**src/rtl/piso_shift_reg.sv**
```systemverilog
// -----------------------------------------------------------------------------
// piso_shift_reg
//
// Parallel-in / serial-out shift register with a load handshake. A W-bit word
// is accepted when load & ready at a rising edge and is then presented one bit
// per clock on sout, qualified by sval. A new word may be accepted in the
// cycle that carries the last bit of the current word, so back-to-back words
// stream without an idle gap. It feeds the serial input of a bit-pattern
// detector, which uses sval to tell data cycles from idle ones.
//
// Parameters
//   W          word width in bits (W >= 2)
//   MSB_FIRST  1: bit W-1 leaves first; 0: bit 0 leaves first
//
// Ports
//   clk    in   sole clock, rising edge
//   r      in   asynchronous active-low reset
//   load   in   request to accept d (qualified by ready)
//   d      in   W-bit parallel word, sampled only on an accepted load
//   ready  out  combinational, from state only: a load this cycle is accepted
//   sout   out  registered serial data bit (0 whenever sval is 0)
//   sval   out  registered, sout carries a valid data bit
//   busy   out  registered, a word is being shifted out
//   done   out  registered, one-cycle pulse after the last bit of a word
// -----------------------------------------------------------------------------
module piso_shift_reg #(
    parameter int W         = 8,
    parameter bit MSB_FIRST = 1'b1
) (
    input  logic         clk,
    input  logic         r,
    input  logic         load,
    input  logic [W-1:0] d,
    output logic         ready,
    output logic         sout,
    output logic         sval,
    output logic         busy,
    output logic         done
);

    localparam int CW = $clog2(W);

    localparam logic [0:0] ST_IDLE  = 1'b0;
    localparam logic [0:0] ST_SHIFT = 1'b1;

    localparam logic [CW-1:0] CNT_ZERO = '0;
    localparam logic [CW-1:0] CNT_ONE  = CW'(1);
    localparam logic [CW-1:0] CNT_LAST = CW'(W - 1);

    // Bit of a word that leaves first in the configured order.
    function automatic logic first_bit(input logic [W-1:0] w);
        if (MSB_FIRST) begin
            first_bit = w[W-1];
        end else begin
            first_bit = w[0];
        end
    endfunction

    // Drops the bit that is going out now and moves the next one to the
    // output end. Used both when a word is loaded and on every shift, so
    // first_bit() of the result is always the next bit to present.
    function automatic logic [W-1:0] align_tail(input logic [W-1:0] w);
        if (MSB_FIRST) begin
            align_tail = {w[W-2:0], 1'b0};
        end else begin
            align_tail = {1'b0, w[W-1:1]};
        end
    endfunction

    logic [0:0]    state_r;
    logic [W-1:0]  sreg_r;
    logic [CW-1:0] cnt_r;
    logic          sout_r;
    logic          sval_r;
    logic          busy_r;
    logic          done_r;

    logic [0:0]    state_s;
    logic [W-1:0]  sreg_s;
    logic [CW-1:0] cnt_s;
    logic          sout_s;
    logic          sval_s;
    logic          busy_s;
    logic          done_s;

    logic          last_s;
    logic          ready_s;
    logic          accept_s;

    // cnt_r == 0 means the bit now on sout is the last one of the word.
    assign last_s   = (cnt_r == CNT_ZERO);
    assign accept_s = load & ready_s;

    // Ready decode: depends on state only, never on load, so no loop exists.
    always_comb begin
        ready_s = 1'b0;
        case (state_r)
            ST_IDLE:  ready_s = 1'b1;
            ST_SHIFT: ready_s = last_s;
            default:  ready_s = 1'b0;
        endcase
    end

    // Next-state and next-output computation for the shifter FSM.
    always_comb begin
        state_s = state_r;
        sreg_s  = sreg_r;
        cnt_s   = cnt_r;
        sout_s  = sout_r;
        sval_s  = sval_r;
        busy_s  = busy_r;
        done_s  = 1'b0;
        case (state_r)
            ST_IDLE: begin
                if (accept_s) begin
                    state_s = ST_SHIFT;
                    sout_s  = first_bit(d);
                    sreg_s  = align_tail(d);
                    cnt_s   = CNT_LAST;
                    sval_s  = 1'b1;
                    busy_s  = 1'b1;
                end else begin
                    state_s = ST_IDLE;
                    sout_s  = 1'b0;
                    sreg_s  = '0;
                    cnt_s   = CNT_ZERO;
                    sval_s  = 1'b0;
                    busy_s  = 1'b0;
                end
            end
            ST_SHIFT: begin
                if (!last_s) begin
                    // Mid-word: present the next bit, load is not accepted here.
                    state_s = ST_SHIFT;
                    sout_s  = first_bit(sreg_r);
                    sreg_s  = align_tail(sreg_r);
                    cnt_s   = cnt_r - CNT_ONE;
                    sval_s  = 1'b1;
                    busy_s  = 1'b1;
                end else if (accept_s) begin
                    // Back-to-back: the old word completes and the new word's
                    // first bit follows with no gap.
                    state_s = ST_SHIFT;
                    sout_s  = first_bit(d);
                    sreg_s  = align_tail(d);
                    cnt_s   = CNT_LAST;
                    sval_s  = 1'b1;
                    busy_s  = 1'b1;
                    done_s  = 1'b1;
                end else begin
                    state_s = ST_IDLE;
                    sout_s  = 1'b0;
                    sreg_s  = '0;
                    cnt_s   = CNT_ZERO;
                    sval_s  = 1'b0;
                    busy_s  = 1'b0;
                    done_s  = 1'b1;
                end
            end
            default: begin
                state_s = ST_IDLE;
                sout_s  = 1'b0;
                sreg_s  = '0;
                cnt_s   = CNT_ZERO;
                sval_s  = 1'b0;
                busy_s  = 1'b0;
                done_s  = 1'b0;
            end
        endcase
    end

    // State and output registers; reset clears everything and drops any
    // partial word without issuing done.
    always_ff @(posedge clk or negedge r) begin
        if (!r) begin
            state_r <= ST_IDLE;
            sreg_r  <= '0;
            cnt_r   <= CNT_ZERO;
            sout_r  <= 1'b0;
            sval_r  <= 1'b0;
            busy_r  <= 1'b0;
            done_r  <= 1'b0;
        end else begin
            state_r <= state_s;
            sreg_r  <= sreg_s;
            cnt_r   <= cnt_s;
            sout_r  <= sout_s;
            sval_r  <= sval_s;
            busy_r  <= busy_s;
            done_r  <= done_s;
        end
    end

    assign ready = ready_s;
    assign sout  = sout_r;
    assign sval  = sval_r;
    assign busy  = busy_r;
    assign done  = done_r;

endmodule

```
**config.mk**
```make
export PLATFORM = sky130hd
export DESIGN_NAME = piso_shift_reg
export DESIGN_NICKNAME = d
export VERILOG_FILES = /design/src/rtl/piso_shift_reg.sv
export SDC_FILE = /design/constraint.sdc
export NUM_CORES = 1
export LEC_CHECK = 0
export ABC_AREA = 1
export CAP_MARGIN = 25
export CELL_PAD_IN_SITES_DETAIL_PLACEMENT = 0
export CELL_PAD_IN_SITES_GLOBAL_PLACEMENT = 1
export CORE_MARGIN = 1
export CORE_UTILIZATION = 29
export CTS_CLUSTER_SIZE = 16
export DETAILED_ROUTE_END_ITERATION = 8
export PLACE_DENSITY = 0.7
export SLEW_MARGIN = 40
export SYNTH_ARGS = -nofsm -noshare
export SYNTH_HDL_FRONTEND = slang
export SYNTH_SLANG_ARGS = --single-unit
```
**constraint.sdc**
```tcl
create_clock -name clk -period 1.1 [get_ports clk]
set_input_delay 0.11 -clock clk [delete_from_list [all_inputs] [get_ports clk]]
set_output_delay 0.11 -clock clk [all_outputs]
set_load 0.03 [all_outputs]
```
==> reports/results.tsv, run 1 <==
stage	metric	value	unit
global_route	grtUsageMet3	2.353	%
floorplan	coreArea	1783	µm²
power	p_int	1.307	mW
synth	postSynthCellCount	63	
global_route	use_met2	16.39	%
synth	synth_area_leaders	dfrtp_1 57%, nand2_1 14%, nand3_1 7.9%	
cells_and_area	drive_gt1_share	29.07	%
status	violations	negative setup slack	
critical_path	worstPathMaxFanout	3	
route	wl	1048	µm
global_route	grt_start_max_net_pins	14	
sta	finalHoldViolCount	0	
global_route	use_met1	15.25	%
floorplan	io_pins	16	
floorplan	die_area	2153	µm²
floorplan	die_h	46.41	µm
global_route	gr-max-usage-layer	met2	
sta	finalSetupViolCount	12	
sta	fin_worst_skew	0.0007558	ns
power	p_clk_share	13.4	%
clock_network	clk_transition_reported_paths	0.08	ns
critical_path	critPathRequiredTime	0.99	ns
sta	drv_slew	0	
cells_and_area	stdcell_area	827.0	µm²
synth	yosysMostFrequentCell	nand2_1	
clock_network	cts_buffer_depth	2	
global_route	grt_pass1_wl	1690	µm
placed_design	place_ws	-0.0008026	ns
synth	syn_area	571.8	µm²
clock_network	cts-buffers-inserted	3	
route	viasPerCell	4.063	
power	irDropWorstVdd	0.001005	V
power	p_leak	0.4525	nW
power	power_frac_seq	34.0	%
global_route	antenna_found_initial	0	
cells_and_area	num_antenna_cells	0	
synth	synthTopCellsByCount	22 x nand2_1, 13 x dfrtp_1, 9 x nand3_1	
floorplan	start_util	32.07	%
synth	yosysWarnings	0	
global_route	grt_pass1_vias	395	
clock_network	htreeDepth	1	
critical_path	critical_path_class	flip-flop to output port	
clock_network	hold_buffers	0	
synth	synthDistinctLibCells	12	
critical_path	arrival	1.13	ns
critical_path	cp-end-kind	output port	
placed_design	dpl.hpwl	707	µm
floorplan	die_width	46.41	µm
synth	syn_avg_cell_area	9.076	µm²
route	ant_nets	0	
power	power.density	2669	nW/µm²
clock_network	insertion_delay	0.27	ns
power	switching_power	0.9007	mW
sta	fin_ws	-0.1383	ns
synth	synth_edf_count	0	
sta	slew_headroom	77.30	%
sta	tightest_slew	0.3394	ns
synth	ys_seq_elements	13	
power	pwr-share-comb	52.6	%
floorplan	rows	15	
synth	synth.net_count	76	
clock_network	cts_tree	done	
global_route	grt-ovfl-total	0	
sta	min_period	1.238	ns
synth	synth_top_cell_area_share	56.89	%
synth	ys.flop_type	dfrtp_1	
route	wl_per_cell	9.441	µm
cells_and_area	num-fill-cells	176	
job	max_cap_viol_count	0	
sta	fmax	807.6	MHz
route	drt-initial-drc-count	2	
sta	rsz0062_at_grt	true	
synth	yosys.area.top_type	dfrtp_1	
placed_design	numPortBuffers	15	
placed_design	postPlaceCellArea	750.7	µm²
clock_network	numClockSinks	13	
synth	synth_seq_area_share	56.89	%
clock_network	cts-root-buf	clkbuf_4	
status	status	finished with violations	
route	drc_errors	0	
global_route	track_usage	11.84	%
route	vias	451	
critical_path	cp-start-kind	flip-flop	
synth	async_reset_ff_share	100.0	%
route	drt_pass1_iterations	2	
sta	fin_crit_sh	112.6	%
min_path	hp-class	input port to asynchronous set/reset pin	
cells_and_area	nNetsFinal	100	
power	p_sw_share	40.80	%
cells_and_area	area_growth	44.64	%
placed_design	finalWeightedCongestion	0.6426	
## stage by stage
step                power (mW)  cells  hold WS (ns)  utilization, %     TNS, ns
CTS                      2.235    110        0.1297           46.32     -0.8431
floorplan                1.500     63       -0.1856               -           0
global placement         1.762    102        0.4294           42.11           0
detailed placement       1.763    102        0.4345           42.11  -0.0008026
global route             2.406    111        0.1303           46.39      -1.850
finish                   2.208    111        0.1328           46.39     -0.6502
## what timing repair did
action                                  4_1_cts  5_1_grt
cloned                                        0        0
resized for setup                             6        3
buffers inserted                              4        2
pin swaps                                     5        9
endpoints found under the setup margin        5       16
## state kept, by name (all words and copies together), names as in the netlist
signal and flops:
sout 1, busy 1, done 1, cnt_r 3
sreg_r 7
## routing by layer
metal  wire [µm]  vias up  part of all wire, %
li1            -      235                    -
met1         495      207                   47
met2         502        7                   48
met3          31        2                  3.0
met4          19        0                  1.8
met5           0        -                    0
## final timing paths
path,startpoint,to,slack (ns),cells past startpoint
setup / recovery,cnt_r[0],ready,-0.14,5
setup reg to reg,cnt_r[0],sreg_r[2],-0.06,6
hold reg to reg,sreg_r[3],sreg_r[4],0.44,2
max in group asynchronous,r,busy,0.79,2
min in group clk,d[0],sreg_r[1],0.34,3
hold / removal,r,done,0.13,2
## final cells by class
cell class / count / area [µm²] / area share [%]
well taps: 25 / 31.28 / 3.782
flip-flops and latches: 13 / 326.6 / 39.49
repair buffers: 21 / 183.9 / 22.24
multi-input cells: 39 / 225.2 / 27.23
clock buffers: 4 / 26.28 / 3.177
inverters: 9 / 33.78 / 4.085
## worst max-delay path, stage by stage (launching register included)
cell and delay, ns:
dfrtp_1 0.39, inv_2 0.08, ha_4 0.14, nand2_4 0.05
nand2_4 0.07, buf_6 0.13
## power groups by stage
stage | Combinational [mW] | Clock, mW | Sequential (mW)
after floorplan | 0.673 | 0 | 0.828
after global placement | 1.00 | 0 | 0.760
after detailed placement | 1.00 | 0 | 0.760
after CTS | 1.18 | 0.310 | 0.749
after global routing | 1.31 | 0.326 | 0.767
final | 1.16 | 0.296 | 0.751
## placed cells by master (no fill, tap or decap), drive strengths merged
cell type,count
nor2,2
dfrtp,13
ha,2
clkdlybuf4s50,10
nand2,25
nand3,9
inv,9
a21oi,1
buf,10
clkbuf,5
## cell families (layout without fill, tap and decap cells)
kind of cell | count (synthesis) | after routing | synth area share (%)
DFF | 13 | 13 | 56.89
buffers and inverters | 11 | 34 | 8.097
adders and majority gates | 2 | 2 | 4.376
and+or+nand+nor | 36 | 36 | 27.79
AOI/OAI and AO/OA | 1 | 1 | 2.845
(Power assumes the default switching activity.)
==> run 2, diff against run 1 <==
--- a/config.mk
+++ b/config.mk
@@ -14,7 +14,7 @@
 export CTS_CLUSTER_SIZE = 16
 export DETAILED_ROUTE_END_ITERATION = 8
 export PLACE_DENSITY = 0.7
-export SLEW_MARGIN = 40
+export SLEW_MARGIN = 10
 export SYNTH_ARGS = -nofsm -noshare
 export SYNTH_HDL_FRONTEND = slang
 export SYNTH_SLANG_ARGS = --single-unit
==> results of run 2 <==
Final layout, timing and power as in run 1 (identical DEF).
